--- src/rtl/hzdunit_pkg.sv ---
// Shared pipeline definitions for the hazard unit: opcodes, shadow entry, FSM states.
package hzdunit_pkg;

    localparam int unsigned XLEN   = 32;
    localparam int unsigned REG_AW = 5;
    localparam int unsigned OPC_W  = 5;
    localparam int unsigned PERF_W = 32;

    // instr[6:2] opcode values
    localparam logic [OPC_W-1:0] OP_LOAD   = 5'b00000;
    localparam logic [OPC_W-1:0] OP_STORE  = 5'b01000;
    localparam logic [OPC_W-1:0] OP_BRANCH = 5'b11000;
    localparam logic [OPC_W-1:0] OP_JAL    = 5'b11011;
    localparam logic [OPC_W-1:0] OP_JALR   = 5'b11001;
    localparam logic [OPC_W-1:0] OP_LUI    = 5'b01101;
    localparam logic [OPC_W-1:0] OP_AUIPC  = 5'b00101;
    localparam logic [OPC_W-1:0] OP_OP     = 5'b01100;
    localparam logic [OPC_W-1:0] OP_FENCE  = 5'b00011;

    typedef struct packed {
        logic              v;
        logic              ld;
        logic              wen;
        logic [REG_AW-1:0] rd;
    } shadow_t;

    typedef enum logic {
        RUN  = 1'b0,
        WAIT = 1'b1
    } hzd_state_e;

    // Source/destination match; x0 never creates a dependency
    function automatic logic raw_hit(input logic use_rs, input logic [REG_AW-1:0] rs,
                                     input logic [REG_AW-1:0] rd);
        return use_rs && (rs == rd) && (rd != REG_AW'(0));
    endfunction

endpackage

--- src/rtl/hzdunit_srcdecode.sv ---
// Register-usage decode of the ID-stage instruction for hazard detection.
module srcdecode
    import hzdunit_pkg::*;
(
    input  logic [XLEN-1:0]   instr,
    output logic [REG_AW-1:0] rs1,
    output logic [REG_AW-1:0] rs2,
    output logic [REG_AW-1:0] rd,
    output logic              use_rs1,
    output logic              use_rs2,
    output logic              is_load,
    output logic              wen
);

    logic [OPC_W-1:0] opc;
    logic             unused_bits;

    assign opc = instr[6:2];
    assign rs1 = instr[19:15];
    assign rs2 = instr[24:20];
    assign rd  = instr[11:7];

    assign use_rs1 = !((opc == OP_LUI) || (opc == OP_AUIPC) || (opc == OP_JAL));
    assign use_rs2 = (opc == OP_OP) || (opc == OP_STORE) || (opc == OP_BRANCH);
    assign is_load = (opc == OP_LOAD);
    assign wen     = !((opc == OP_STORE) || (opc == OP_BRANCH) || (opc == OP_FENCE));

    // funct/imm/size bits play no part in hazard decisions
    assign unused_bits = ^{instr[31:25], instr[14:12], instr[1:0]};

endmodule

--- src/rtl/hzdunit.sv ---
// Load-use / redirect / dmem-wait hazard control for the 5-stage pipe.
// Optional HZD_PERF_EN adds per-condition 32-bit cycle counters.
module hzdunit
    import hzdunit_pkg::*;
(
    input  logic            clk,
    input  logic            rst,
    input  logic [XLEN-1:0] instr_id,
    input  logic            valid_id,
    input  logic            redirect_ex,
    input  logic            dmem_wait,
    output logic            stall_pc,
    output logic            stall_ifid,
    output logic            flush_ifid,
    output logic            flush_idex,
    output logic            freeze,
    output logic            ldpend
`ifdef HZD_PERF_EN
    ,
    output logic [PERF_W-1:0] perf_ldstall,
    output logic [PERF_W-1:0] perf_flush,
    output logic [PERF_W-1:0] perf_wait
`endif
);

    logic [REG_AW-1:0] rs1, rs2, rd;
    logic              use_rs1, use_rs2, is_load, wen;

    shadow_t    ex_q, mem_q, id_info_c;
    hzd_state_e state_q, state_d;
    logic       ld_use_c, act_wait_c, act_flush_c, act_ld_c;

    srcdecode u_srcdecode (
        .instr   (instr_id),
        .rs1     (rs1),
        .rs2     (rs2),
        .rd      (rd),
        .use_rs1 (use_rs1),
        .use_rs2 (use_rs2),
        .is_load (is_load),
        .wen     (wen)
    );

    assign ld_use_c = ex_q.v && ex_q.ld && valid_id &&
                      (raw_hit(use_rs1, rs1, ex_q.rd) || raw_hit(use_rs2, rs2, ex_q.rd));

    // Single priority resolution: dmem wait > redirect > load-use
    assign act_wait_c  = dmem_wait;
    assign act_flush_c = !dmem_wait && redirect_ex;
    assign act_ld_c    = !dmem_wait && !redirect_ex && ld_use_c;

    always_comb begin
        state_d    = state_q;
        stall_pc   = 1'b0;
        stall_ifid = 1'b0;
        flush_ifid = 1'b0;
        flush_idex = 1'b0;
        freeze     = 1'b0;
        ldpend     = ex_q.v && ex_q.ld;

        unique case (state_q)
            RUN:     if (dmem_wait)  state_d = WAIT;
            WAIT:    if (!dmem_wait) state_d = RUN;
            default: state_d = RUN;
        endcase

        if (act_wait_c) begin
            freeze     = 1'b1;
            stall_pc   = 1'b1;
            stall_ifid = 1'b1;
        end else if (act_flush_c) begin
            flush_ifid = 1'b1;
            flush_idex = 1'b1;
        end else if (act_ld_c) begin
            stall_pc   = 1'b1;
            stall_ifid = 1'b1;
            flush_idex = 1'b1;
        end

        id_info_c = '{v: valid_id && !flush_idex, ld: is_load, wen: wen, rd: rd};
    end

    // Shadow of the ID/EX and EX/MEM destinations; holds while memory stalls
    always_ff @(posedge clk) begin
        if (rst) begin
            state_q <= RUN;
            ex_q    <= '0;
            mem_q   <= '0;
        end else begin
            state_q <= state_d;
            if (!dmem_wait) begin
                mem_q <= ex_q;
                ex_q  <= id_info_c;
            end
        end
    end

`ifdef HZD_PERF_EN
    always_ff @(posedge clk) begin
        if (rst) begin
            perf_ldstall <= '0;
            perf_flush   <= '0;
            perf_wait    <= '0;
        end else begin
            if (act_ld_c)    perf_ldstall <= perf_ldstall + PERF_W'(1);
            if (act_flush_c) perf_flush   <= perf_flush + PERF_W'(1);
            if (act_wait_c)  perf_wait    <= perf_wait + PERF_W'(1);
        end
    end
`endif

    a_wait_tracks: assert property (@(posedge clk) (state_q == WAIT) |-> $past(dmem_wait));

    a_freeze_holds: assert property (@(posedge clk)
        (!rst && dmem_wait) |=> (ex_q == $past(ex_q)) && (mem_q == $past(mem_q)));

    // After a load-use stall the load sits in MEM and a bubble in EX
    a_ld_advance: assert property (@(posedge clk)
        (!rst && act_ld_c) |=> (mem_q.v && mem_q.ld && !ex_q.v));

endmodule

--- config.mk ---
export PLATFORM = sky130hd
export DESIGN_NAME = hzdunit
export DESIGN_NICKNAME = d
export VERILOG_FILES = /design/src/rtl/hzdunit_pkg.sv /design/src/rtl/hzdunit_srcdecode.sv /design/src/rtl/hzdunit.sv
export SDC_FILE = /design/constraint.sdc
export NUM_CORES = 1
export LEC_CHECK = 0
export CORE_MARGIN = 10
export CORE_UTILIZATION = 32
export DETAILED_ROUTE_END_ITERATION = 12
export PLACE_DENSITY = 0.83
export REMOVE_ABC_BUFFERS = 1
export SYNTH_ARGS = -nofsm -noshare
export SYNTH_HDL_FRONTEND = slang
export SYNTH_SLANG_ARGS = --single-unit
--- constraint.sdc ---
create_clock -name clk -period 3.4 [get_ports clk]
set_input_delay 0.68 -clock clk [delete_from_list [all_inputs] [get_ports clk]]
set_output_delay 0.68 -clock clk [all_outputs]
set_load 0.02 [all_outputs]
==> metrics.cfg, run 1 <==
[grt]
grt_pass1_wl_um = 2463
gr-total-overflow = 0
grt_use_total_pct = 8.802
grt_pass1_vias = 563
antenna_found_initial = 0
grt_max_degree = 10

[synthesis]
ys_seq_area_share_pct = 29.17
synthTopCellsByArea = dfxtp_1, mux2i_1, xnor2_1
syn_area_per_cell_um2 = 8.897
syn_inst = 54
synthArstFlopShare_pct = 0
synth_top_cell_by_area = dfxtp_1
mappedNetlistArea_um2 = 480.5
yosys.area.top_type_share_pct = 29.17
synth-edff-count = 0
synth.distinct_cells = 27
synth_flop_cell = dfxtp_1
ys_ff_latch = 7
yosys_warnings = 0

[worst_hold_path]
hold_path_depth = 2
hp-start = ex_q[7]
hold_class = flip-flop to flip-flop
holdPathEnd = ex_q[7]

[timing]
max-slew-margin-rel_pct = 76.03
fin_ws_ns = 0.2520
drv_slew = 0
setup_tns_ns = 0
holdWs_ns = 0.4823
finalSetupViolCount = 0
period_minus_slack_ns = 3.148
min_period_over_period_pct = 92.59
rsz0062_at_grt = no
fmax_ghz = 0.3177
hold_violations = 0
clock-skew-final_ns = 0.003557
tightest_slew_ns = 0.3563

[final_layout]
regMostFlops = ex_q
area_growth_pct = 71.09
fin_util_pct = 60.89
drive_above_1_share_pct = 10.34
largest_reg_flops = 7
num_antenna_cells = 0
layout.nets = 125
nFillCells = 134
largest_registers = ex_q (7)

[power_and_ir_drop]
pwr-share-seq_pct = 38.0
powerDensity_mw_per_mm2 = 292.3
comb_power_share_pct = 28.6
p_leak_nw = 0.3315
p_sw_mw = 0.06553
power_frac_clock_pct = 33.4
intPower_mw = 0.1747
p_sw_share_pct = 27.27
peakVddDrop_mv = 0.2351

[setup_path]
endpoint_kind = output port
crit_family = buffers and inverters
critPathLaunchType = primary input
worst-path-buf-inv = 2
critPathSlowestCell = clkdlybuf4s50_1
critPathMaxFanout = 4
reg2reg_setup_slack_ns = 1.93
crit_arrival_ns = 2.47
critical_path_class = primary input to output port
cp_cell_sequence = clkdlybuf4s50_1 > nand4b_1 > o21ai_1 > a2111oi_2 > o21ai_2 > o21bai_1 > dlygate4sd2_1
cp.required_ns = 2.72
ff2ff_path_depth = 5
max_stage_delay_ns = 0.51
reg2reg_from = ex_q[2]
regToRegEndpoint = ex_q[7]

[placed_design]
port_buffers = 30
place_ws_ns = -0.06305
hpwl_um = 1240
globalplace.congestion = 0.6921

[floorplanning]
die_area_mm2 = 0.003452
fp-row-count = 13
num_io_pins = 43
core-area_mm2 = 0.001350
start_util_pct = 35.59
die_width_um = 58.75
die_h_um = 58.75

[clock_network]
clk_path_buf_depth = 2
postCtsSetupRepairBufs = 0
cts_made_buffers = 3
tritoncts = yes
cts-htree-levels = 1
clkLatencyLatePin_ns = 0.26
clkTransAtPathRegs_ns = 0.06
cts.sinks = 7
cts_root_buf = clkbuf_4

[detailed_routing]
drc_errors = 0
first_pass_iters = 2
wl_per_cell_um = 14.15
vias_per_cell = 4.912
vias = 501
initialDrtViolationCount = 3
ant_nets = 0
totalWireLength_um = 1443

[outcome]
status = completed

[job]
drv_cap = 0

-- worst register-to-register path, cell delays in order, from the launching register on --
cell and delay, ns:
dfxtp_1 0.34, or4_1 0.54, o211a_1 0.23, o21ai_2 0.08, buf_4 0.14, o2bb2ai_2 0.08
-- cell usage in the layout, fill, tap and decap left out, drive strengths merged, types with 2 or more instances in the layout --
cell,count
clkdlybuf4s50,27
xnor2,5
or4,2
mux2i,5
nor2,7
dfxtp,7
o21ai,2
dlygate4sd2,3
xor2,5
clkbuf,4
buf,3
a21oi,2
-- synthesized netlist by cell type, types with 2 or more instances --
master   number
a21oi_1       2
xor2_1        5
buf_4         2
dfxtp_1       7
or4_1         2
mux2i_1       5
nor2_1        7
xnor2_1       5
-- per-stage QoR --
stage	power (mW)	cell area [um2]	instances
5_1_grt	0.2554	822.0	102
3_5_place_dp	0.1638	799.5	98
3_3_place_gp	0.1617	799.5	98
4_1_cts	0.2444	822.0	102
6_report	0.2403	822.0	102
2_1_floorplan	0.1166	457.9	50
-- what timing repair did --
action,4_1_cts,5_1_grt
setup endpoints to repair,3,0
hold buffers,0,0
gates resized for setup,3,0
-- per-layer routing --
layer	vias up	GRT usage [%]	part of all wire, %
met4	0	1.967	0.76
met2	19	15.92	53
met1	223	7.720	37
li1	256	-	-
met5	-	0	0
met3	3	6.223	9.1
-- area by class of cell --
type	instances	area, um2	share of cell area, %
Inverter	1	3.754	0.4566
Clock buffer	4	26.28	3.196
Timing Repair Buffer	33	319.1	38.81
Tap cell	15	18.77	2.283
Sequential cell	7	140.1	17.05
Multi-Input combinational cell	42	314.1	38.20
-- power groups by stage --
| stage | logic (mW) | clock network, mW | registers (mW) |
|---|---|---|---|
| 6_report | 0.0688 | 0.0802 | 0.0912 |
| 3_5_place_dp | 0.0707 | 0 | 0.0930 |
| 2_1_floorplan | 0.0250 | 0 | 0.0917 |
| 4_1_cts | 0.0697 | 0.0835 | 0.0913 |
| 5_1_grt | 0.0750 | 0.0888 | 0.0916 |
| 3_3_place_gp | 0.0689 | 0 | 0.0929 |
-- cell families after synthesis --
group / share of synthesized area, %
muxes: 10.42
buffers and inverters: 5.466
AOI/OAI and AO/OA: 16.41
DFF: 29.17
and+or+nand+nor: 20.31
xor gates and xnor gates: 18.23
-- worst max path at each step --
stage	startpoint	end	slack, ns	cells past startpoint
after floorplan	instr_id[4]	stall_ifid	0.75	5
after global placement	instr_id[4]	stall_pc	0.01	7
after detailed placement	instr_id[4]	stall_pc	-0.06	7
after CTS	instr_id[4]	stall_pc	0.23	7
after global routing	instr_id[4]	flush_idex	0.10	7
final	instr_id[4]	stall_pc	0.25	7
No activity file was read; power rests on OpenSTA's default activity.
==> inputs of run 2 (changes only) <==
--- a/config.mk
+++ b/config.mk
@@ -6,9 +6,9 @@
 export NUM_CORES = 1
 export LEC_CHECK = 0
 export CORE_MARGIN = 10
-export CORE_UTILIZATION = 32
+export CORE_UTILIZATION = 27
 export DETAILED_ROUTE_END_ITERATION = 12
-export PLACE_DENSITY = 0.83
+export PLACE_DENSITY = 0.74
 export REMOVE_ABC_BUFFERS = 1
 export SYNTH_ARGS = -nofsm -noshare
 export SYNTH_HDL_FRONTEND = slang
==> constraint.sdc (replaced) <==
create_clock -name clk -period 2.6 [get_ports clk]
set_input_delay 0.52 -clock clk [delete_from_list [all_inputs] [get_ports clk]]
set_output_delay 0.52 -clock clk [all_outputs]
set_load 0.02 [all_outputs]
==> metrics.cfg, run 2 (synthesis results as in run 1) <==
[outcome]
status = completed

[final_layout]
largest_registers = ex_q (7)
largest_reg_flops = 7
finalInstanceArea_um2 = 893.4
fin_util_pct = 52.31
final_common_cell = clkdlybuf4s50_1
final_cell_mix = clkdlybuf4s50_1, dlymetal6s2s_1, nor2_1, dfxtp_1, buf_4
area_growth_pct = 85.94
num_antenna_cells = 0
drive_above_1_share_pct = 17.05
regMostFlops = ex_q
layout.nets = 126
stdcell_count = 113

[power_and_ir_drop]
peakVddDrop_mv = 0.2500
p_sw_share_pct = 28.00
power_frac_clock_pct = 32.0
p_sw_mw = 0.08893
p_leak_nw = 0.4282
comb_power_share_pct = 30.4
intPower_mw = 0.2286
pwr-share-seq_pct = 37.6
powerDensity_mw_per_mm2 = 355.4

[grt]
grt_use_total_pct = 8.439
grt_max_degree = 10
grt_pass1_vias = 568
gr-total-overflow = 0
grt_pass1_wl_um = 2594
antenna_found_initial = 0

[timing]
drv_slew = 0
period_minus_slack_ns = 2.443
clock-skew-final_ns = 0.001518
max-slew-margin-rel_pct = 76.73
tightest_slew_ns = 0.3443
fin_ws_ns = 0.1568
rsz0062_at_grt = no
min_period_over_period_pct = 93.97
hold_violations = 0
fmax_ghz = 0.4093
setup_tns_ns = 0
finalSetupViolCount = 0

[worst_hold_path]
holdPathEnd = ex_q[7]
hp-start = ex_q[7]
hold_class = flip-flop to flip-flop
hold_path_depth = 2

[clock_network]
clk_path_buf_depth = 2
clkTransAtPathRegs_ns = 0.05
cts_root_buf = clkbuf_4
clkLatencyLatePin_ns = 0.26
cts-htree-levels = 1
tritoncts = yes
cts.sinks = 7
cts_made_buffers = 3

[placed_design]
globalplace.congestion = 0.6912
place_ws_ns = -0.5193
hpwl_um = 1269
placedCellCount = 109
port_buffers = 30
dpl-instance-area_um2 = 819.5

[floorplanning]
num_io_pins = 43
die_width_um = 62.19
die_h_um = 62.19
fp-row-count = 15
core-area_mm2 = 0.001708
die_area_mm2 = 0.003867
start_util_pct = 28.13

[setup_path]
critical_path_class = primary input to output port
reg2reg_from = ex_q[2]
reg2reg_setup_slack_ns = 1.12
critPathMaxFanout = 3
critPathLaunchType = primary input
crit_arrival_ns = 1.92
cp.required_ns = 2.08
ff2ff_path_depth = 5
endpoint_kind = output port
regToRegEndpoint = ex_q[7]

[detailed_routing]
ant_nets = 0
initialDrtViolationCount = 3
vias_per_cell = 4.558
drc_errors = 0
wl_per_cell_um = 13.70
totalWireLength_um = 1548
first_pass_iters = 2
vias = 515

[job]
drv_cap = 0

run 2: how the worst max path moves through the flow:
| stage | endpoint | slack [ns] | from |
|---|---|---|---|
| detailed placement | stall_ifid | -0.52 | instr_id[4] |
| finish | stall_ifid | 0.16 | instr_id[20] |
| floorplan | stall_ifid | 0.27 | instr_id[4] |
| global route | stall_ifid | 0.03 | instr_id[20] |
| global placement | stall_pc | -0.48 | instr_id[4] |
| CTS | stall_ifid | 0.003 | instr_id[4] |
run 2: critical path: stages:
cell and delay, ns:
clkdlybuf4s50_1 0.43, xor2_1 0.18, nor4_4 0.32, o21ai_2 0.12
o21bai_1 0.19, buf_4 0.17
run 2: layout make-up:
type | instances | area, um2
Fill cell | 161 | 814.5
Multi-Input combinational cell | 42 | 346.6
Timing Repair Buffer | 34 | 345.3
Sequential cell | 7 | 140.1
Tap cell | 25 | 31.28
Clock buffer | 4 | 26.28
Inverter | 1 | 3.754
run 2: through the flow:
stage	hold slack, ns	total power, mW
3_3_place_gp	0.4611	0.2131
3_5_place_dp	0.4736	0.2156
5_1_grt	0.5038	0.3457
2_1_floorplan	0.4480	0.1525
6_report	0.4765	0.3175
4_1_cts	0.4847	0.3200
run 2: timing repair:
action | CTS | global route
setup buffers | 0 | 0
gates resized for setup | 15 | 13
pin swaps | 1 | 10
hold buffers | 0 | 0
setup endpoints to repair | 3 | 3
run 2: power groups by stage:
stage / sequential, mW / clock, mW / combinational (mW)
floorplan: 0.120 / 0 / 0.0327
global placement: 0.121 / 0 / 0.0917
detailed placement: 0.122 / 0 / 0.0938
CTS: 0.119 / 0.107 / 0.0938
global route: 0.120 / 0.120 / 0.105
finish: 0.119 / 0.102 / 0.0966
run 2: per-layer routing:
layer / track usage [%] / routed length [um] / part of all wire, % / vias to the layer above
met5: 0 / 0 / 0 / -
met4: 4.286 / 25 / 1.6 / 0
met3: 5.376 / 136 / 8.8 / 5
met2: 14.36 / 828 / 53 / 19
met1: 7.583 / 558 / 36 / 231
li1: - / - / - / 260
